===== src/rtl/seq_cmp_pkg.sv =====
// Shared types and helpers for the sequential magnitude comparator.
package seq_cmp_pkg;

    typedef enum logic {
        ST_IDLE = 1'b0,
        ST_RUN  = 1'b1
    } state_t;

    // Result of one chunk compare; EQ means "keep scanning toward the LSB".
    localparam logic [1:0] CMP_EQ = 2'b00;
    localparam logic [1:0] CMP_GT = 2'b01;
    localparam logic [1:0] CMP_LT = 2'b10;

    // Ceiling log2, usable in constant expressions.
    function automatic int clog2(input int v);
        int r;
        r = 0;
        for (int i = 0; i < 31; i++) begin
            if ((1 << i) < v) r = i + 1;
        end
        return r;
    endfunction

endpackage


===== src/rtl/seq_mag_comp_if.sv =====
// Start/busy/done handshake plus operands and result flags.
interface seq_mag_comp_if
    import seq_cmp_pkg::*;
#(
    parameter int WIDTH = 16,
    parameter int CHUNK = 2
);
    localparam int NCHUNK = WIDTH / CHUNK;
    localparam int CW     = clog2(NCHUNK) + 1;

    logic             start;
    logic             signed_mode;
    logic [WIDTH-1:0] a;
    logic [WIDTH-1:0] b;
    logic             busy;
    logic             done;
    logic             a_gt_b;
    logic             a_lt_b;
    logic             a_eq_b;
    logic [CW-1:0]    cmp_cycles;

    modport master (
        output start, signed_mode, a, b,
        input  busy, done, a_gt_b, a_lt_b, a_eq_b, cmp_cycles
    );

    modport slave (
        input  start, signed_mode, a, b,
        output busy, done, a_gt_b, a_lt_b, a_eq_b, cmp_cycles
    );
endinterface


===== src/rtl/seq_mag_comp_chunk_cmp.sv =====
// Combinational unsigned compare of one chunk; equality is implied by !gt && !lt.
module chunk_cmp #(
    parameter int W = 2
) (
    input  logic [W-1:0] a,
    input  logic [W-1:0] b,
    output logic         gt,
    output logic         lt
);
    assign gt = (a > b);
    assign lt = (a < b);
endmodule


===== src/rtl/seq_mag_comp.sv =====
// Multi-cycle magnitude comparator: scans CHUNK bits per cycle from the MSB,
// stopping at the first differing chunk.
module seq_mag_comp
    import seq_cmp_pkg::*;
#(
    parameter int WIDTH = 16,
    parameter int CHUNK = 2
) (
    input  logic          clk,
    input  logic          rst_n,
    seq_mag_comp_if.slave bus
);
    localparam int NCHUNK = WIDTH / CHUNK;
    localparam int CW     = clog2(NCHUNK) + 1;
    localparam int IW     = (NCHUNK > 1) ? clog2(NCHUNK) : 1;

    state_t           state_q, state_n;
    logic [WIDTH-1:0] a_q, b_q;
    logic             sgn_q;
    logic [IW-1:0]    idx_q;
    logic [CW-1:0]    cnt_q;
    logic [CW-1:0]    cyc_q;
    logic             done_q, gt_q, lt_q, eq_q;

    logic [WIDTH-1:0] msb_flip, a_adj, b_adj;
    logic [CHUNK-1:0] ca, cb;
    logic             c_gt, c_lt;
    logic [1:0]       res;
    logic             last, decide;

    // Signed order equals unsigned order once the sign bits are inverted;
    // the sign bit lives only in the top chunk, so flipping it globally is safe.
    assign msb_flip = sgn_q ? (WIDTH'(1) << (WIDTH - 1)) : '0;
    assign a_adj    = a_q ^ msb_flip;
    assign b_adj    = b_q ^ msb_flip;
    assign ca       = a_adj[idx_q*CHUNK +: CHUNK];
    assign cb       = b_adj[idx_q*CHUNK +: CHUNK];

    chunk_cmp #(.W(CHUNK)) u_chunk_cmp (
        .a  (ca),
        .b  (cb),
        .gt (c_gt),
        .lt (c_lt)
    );

    assign res    = c_gt ? CMP_GT : (c_lt ? CMP_LT : CMP_EQ);
    assign last   = (idx_q == '0);
    assign decide = (res != CMP_EQ) || last;

    // State register.
    always_ff @(posedge clk or negedge rst_n) begin
        if (!rst_n) state_q <= ST_IDLE;
        else        state_q <= state_n;
    end

    // Next-state: accept in IDLE, leave RUN as soon as a decision is made.
    always_comb begin
        state_n = state_q;
        case (state_q)
            ST_IDLE: if (bus.start) state_n = ST_RUN;
            ST_RUN:  if (decide)    state_n = ST_IDLE;
            default: state_n = ST_IDLE;
        endcase
    end

    // Datapath: operand capture, chunk walk and registered result/done pulse.
    always_ff @(posedge clk or negedge rst_n) begin
        if (!rst_n) begin
            a_q    <= '0;
            b_q    <= '0;
            sgn_q  <= 1'b0;
            idx_q  <= '0;
            cnt_q  <= '0;
            cyc_q  <= '0;
            done_q <= 1'b0;
            gt_q   <= 1'b0;
            lt_q   <= 1'b0;
            eq_q   <= 1'b0;
        end else begin
            done_q <= 1'b0;
            if (state_q == ST_IDLE) begin
                if (bus.start) begin
                    a_q   <= bus.a;
                    b_q   <= bus.b;
                    sgn_q <= bus.signed_mode;
                    idx_q <= IW'(NCHUNK - 1);
                    cnt_q <= '0;
                    gt_q  <= 1'b0;
                    lt_q  <= 1'b0;
                    eq_q  <= 1'b0;
                end
            end else if (decide) begin
                gt_q   <= (res == CMP_GT);
                lt_q   <= (res == CMP_LT);
                eq_q   <= (res == CMP_EQ);
                done_q <= 1'b1;
                cyc_q  <= cnt_q + 1'b1;
            end else begin
                idx_q <= idx_q - 1'b1;
                cnt_q <= cnt_q + 1'b1;
            end
        end
    end

    assign bus.busy       = (state_q == ST_RUN);
    assign bus.done       = done_q;
    assign bus.a_gt_b     = gt_q;
    assign bus.a_lt_b     = lt_q;
    assign bus.a_eq_b     = eq_q;
    assign bus.cmp_cycles = cyc_q;

endmodule

===== src/flat_wrapper.sv =====
// flat-port wrapper written by rule: the top's interface ports become plain ports
module seq_mag_comp_flat import seq_cmp_pkg::*;
#(
    parameter int WIDTH = 16,
    parameter int CHUNK = 2
)
  (clk, rst_n, bus_start, bus_signed_mode, bus_a, bus_b, bus_busy, bus_done, bus_a_gt_b, bus_a_lt_b, bus_a_eq_b, bus_cmp_cycles);
  seq_mag_comp_if #(.WIDTH(WIDTH), .CHUNK(CHUNK)) bus_i ();
  input  logic clk;
  input  logic rst_n;
  input wire logic [$bits(bus_i.start)-1:0] bus_start;
  input wire logic [$bits(bus_i.signed_mode)-1:0] bus_signed_mode;
  input wire logic [$bits(bus_i.a)-1:0] bus_a;
  input wire logic [$bits(bus_i.b)-1:0] bus_b;
  output wire logic [$bits(bus_i.busy)-1:0] bus_busy;
  output wire logic [$bits(bus_i.done)-1:0] bus_done;
  output wire logic [$bits(bus_i.a_gt_b)-1:0] bus_a_gt_b;
  output wire logic [$bits(bus_i.a_lt_b)-1:0] bus_a_lt_b;
  output wire logic [$bits(bus_i.a_eq_b)-1:0] bus_a_eq_b;
  output wire logic [$bits(bus_i.cmp_cycles)-1:0] bus_cmp_cycles;
  assign bus_i.start = bus_start;
  assign bus_i.signed_mode = bus_signed_mode;
  assign bus_i.a = bus_a;
  assign bus_i.b = bus_b;
  assign bus_busy = bus_i.busy;
  assign bus_done = bus_i.done;
  assign bus_a_gt_b = bus_i.a_gt_b;
  assign bus_a_lt_b = bus_i.a_lt_b;
  assign bus_a_eq_b = bus_i.a_eq_b;
  assign bus_cmp_cycles = bus_i.cmp_cycles;
  seq_mag_comp #(.WIDTH(WIDTH), .CHUNK(CHUNK)) u_core (.clk(clk), .rst_n(rst_n), .bus(bus_i));
endmodule

===== config.mk =====
export PLATFORM = sky130hd
export DESIGN_NAME = seq_mag_comp_flat
export DESIGN_NICKNAME = d
export VERILOG_FILES = /design/src/rtl/seq_cmp_pkg.sv /design/src/rtl/seq_mag_comp_if.sv /design/src/rtl/seq_mag_comp_chunk_cmp.sv /design/src/rtl/seq_mag_comp.sv /design/src/flat_wrapper.sv
export SDC_FILE = /design/constraint.sdc
export NUM_CORES = 1
export LEC_CHECK = 0
export BUFFER_PORTS_ARGS = -buffer_cell sky130_fd_sc_hd__buf_2
export CAP_MARGIN = 30
export CORE_ASPECT_RATIO = 0.9
export CORE_UTILIZATION = 54
export CTS_CLUSTER_DIAMETER = 200
export CTS_CLUSTER_SIZE = 14
export DETAILED_ROUTE_END_ITERATION = 7
export HOLD_SLACK_MARGIN = 0.12
export PLACE_DENSITY = 0.78
export REMOVE_ABC_BUFFERS = 1
export SLEW_MARGIN = 30
export SYNTH_ARGS = -nofsm -noshare
export SYNTH_HDL_FRONTEND = slang
export SYNTH_HIERARCHICAL = 1
export SYNTH_SLANG_ARGS = --single-unit

===== constraint.sdc =====
create_clock -name clk -period 3.2 [get_ports clk]
set_clock_uncertainty 0.05 [all_clocks]
set_input_delay 0.64 -clock clk [delete_from_list [all_inputs] [get_ports clk]]
set_output_delay 0.64 -clock clk [all_outputs]
set_load 0.02 [all_outputs]

==> summary.txt <==
Synth
  – Area share of the largest cell type after synthesis: 53.1%
  – Mapped Cells: 241
  – Synth top area cells: dfrtp_1 (53%), nand2_1 (17%), mux4_1 (6.8%)
  – Ys Warns: 6
  – Netlist cell types: 28
  – Top FF cell, synth: dfrtp_1
  – Fraction of registers with async set/reset: 100%
  – Synth Register Bits: 49
  – Avg Cell Area, Syn: 9.57 µm²
  – Largest area contributor in the netlist: dfrtp_1
  – Sequential fraction of the synthesis area: 53.1%
  – Area of the mapped netlist: 2310 µm²
  – EDFF count, synth: 0

Clock network
  – Later-pin clock latency in the skew report: 0.29 ns
  – TritonCTS Sinks: 49
  – Clock tree buffer depth: 2
  – Post CTS Setup Buffer Count: 0
  – Clock slew seen by the registers of the worst setup and hold paths: 0.08 ns
  – Root Buffer: clkbuf_8
  – Post-CTS Hold Fix Bufs: 0
  – Post-cts sizing count: 0
  – H-tree Lvls: 2
  – CTS tree: done
  – Num CTS Buffers: 5

Critical path
  – Startpoint types: flop
  – Crit end category: flop
  – Largest fanout on the critical path: 11
  – CP Data Arrival Time: 3.07 ns
  – Critical path class: flop to flop
  – Worst endpoint required time: 3.33 ns

Routing
  – Final WL: 4020 µm
  – Via count: 1,699
  – DR vias/cell: 5.15
  – DRT iter0 DRCs: 85
  – Routed WL per cell: 12.2 µm
  – Remaining DRCs: 0
  – Drt pass-1 iters: 6
  – Routed Antenna Nets: 0

Global route
  – Gr usage total: 20.2%
  – Vias in the first global route: 1,662
  – Antenna violations before repair: 0
  – GRT overflow: 0
  – First-pass GRT wire length: 7130 µm
  – Largest net degree at the start of global routing: 50

Timing
  – Setup Viol. Count Final: 0
  – Hold Violations, Final: 0
  – Max-slew violations: 0
  – Max transition margin: 59.8%
  – Setup TNS: 0 ns
  – Period utilisation layout: 91.8%
  – Fin crit period: 2.94 ns
  – Slew @ Worst Pin: 0.602 ns
  – Fmax achieved: 340 MHz
  – RSZ-0062 raised after global routing: no

Run
  – Max-cap viol count: 0

Power and ir drop
  – LEAKAGE: 1.45 nW
  – Peak VDD IR: 0.543 mV
  – Cell Pwr Density: 1090 nW/µm²

Final layout
  – Total Nets Final: 323
  – Final design utilization: 64.5%
  – Antenna Cells: 0
  – Synth-to-layout area growth: 13.9%
  – Layout cells sized above 1: 21.6%

Floorplanning
  – Starting density of the core: 56.6%
  – Core Area: 4070 µm²
  – Die width: 70.9 µm
  – Die Y: 64.0 µm
  – Row Count: 22
  – Die footprint: 4540 µm²
  – Io pins: 45

Placed design
  – IO Port Bufs: 44
  – HPWL Detailed: 2890 µm
  – RePlAce Congestion: 0.777

Outcome
  – Status: finished clean

Hold path
  – Hold Crit Class: input pin to asynchronous set/reset pin
-- cell families after synthesis --
logic type / synth area share (%)
adders and majority gates: 2.71
DFF: 53.1
buffers and inverters: 4.28
AOI/OAI and AO/OA: 6.67
muxes: 9.71
xor gates and xnor gates: 1.14
and+or+nand+nor: 22.3
-- metrics by stage --
| stage | cells | power, mW | hold slack (ns) | worst slack (ns) | instance area (µm²) |
|---|---|---|---|---|---|
| 2_1_floorplan | 229 | 2.20 | 0.294 | 0.481 | 2240 |
| 3_3_place_gp | 323 | 2.50 | 0.403 | 0.336 | 2540 |
| 3_5_place_dp | 323 | 2.55 | 0.409 | 0.265 | 2540 |
| 4_1_cts | 330 | 2.91 | 0.320 | 0.255 | 2630 |
| 5_1_grt | 330 | 3.16 | 0.347 | 0.0678 | 2630 |
| 6_report | 330 | 2.88 | 0.299 | 0.262 | 2630 |
-- critical path, cell delays in order (launching register included) --
cell and delay [ns]:
dfrtp_1 0.56, mux4_1 0.60, inv_1 0.07, o22ai_1 0.08, ha_1 0.33, nor2b_4 0.14
a2bb2oi_2 0.14, nor2_1 0.19, a21bo_1 0.31, mux2_2 0.36
-- cell type report --
class	instances	area, µm²
fill	355	1450
sequential	49	1230
multi-input combinational	171	985
timing repair buffer	46	238
clock buffer	7	86.3
tap	48	60.1
inverter	9	33.8
-- metal layers --
metal | vias to the layer above | track usage (%) | wire length, µm
li1 | 861 | - | -
met2 | 33 | 35.0 | 1880
met3 | 3 | 3.94 | 125
met1 | 802 | 26.3 | 1990
met4 | 0 | 5.25 | 25
met5 | - | 0 | 0
-- cells in the final DEF (no fill, tap or decap), types with 4 or more instances in the layout --
| cell type | n |
|---|---|
| clkbuf_8 | 6 |
| o21ai_0 | 8 |
| mux2_2 | 5 |
| buf_2 | 43 |
| nand3_1 | 4 |
| ha_1 | 5 |
| dfrtp_1 | 49 |
| inv_1 | 9 |
| mux4_1 | 6 |
| a21oi_1 | 7 |
| nand2_1 | 105 |
| nor2_1 | 8 |
-- power breakdown --
part	switching [mW]	internal, mW
registers	0.206	0.904
clock network	0.179	0.172
logic	0.765	0.653
total	1.15	1.73
-- path summary, 6_finish.rpt --
path,depth (start not counted),startpoint,to,slack [ns]
setup / recovery,9,u_core/idx_q[0],u_core/bus.cmp_cycles[1],0.26
hold / removal,1,rst_n,u_core/a_q[15],0.30
setup reg to reg,9,u_core/idx_q[0],u_core/bus.cmp_cycles[1],0.26
hold reg to reg,2,u_core/a_q[14],u_core/a_q[14],0.43
max in group asynchronous,1,rst_n,u_core/a_q[1],2.39
min in group clk,2,u_core/a_q[14],u_core/a_q[14],0.43
-- cells in the mapped netlist, drive strengths merged, types with 2 or more instances --
| library cell | n |
|---|---|
| a21oi | 7 |
| a31oi | 3 |
| buf | 6 |
| clkbuf | 6 |
| dfrtp | 49 |
| ha | 5 |
| inv | 9 |
| mux2 | 5 |
| mux4 | 6 |
| nand2 | 105 |
| nand2b | 4 |
| nand3 | 4 |
| nor2 | 8 |
| nor2b | 4 |
| o21ai | 8 |
| o22ai | 2 |
| xnor2 | 2 |
-- state kept, by name (all words and copies together) (netlist names) --
register / count
u_core/bus.done: 1
u_core/b_q: 16
u_core/bus.cmp_cycles: 4
u_core/sgn_q: 1
u_core/bus.a_eq_b: 1
u_core/cnt_q: 4
u_core/bus.a_lt_b: 1
u_core/a_q: 16
u_core/idx_q: 3
u_core/bus.busy: 1
u_core/bus.a_gt_b: 1
Note: power is estimated with default switching activity, not from simulation.
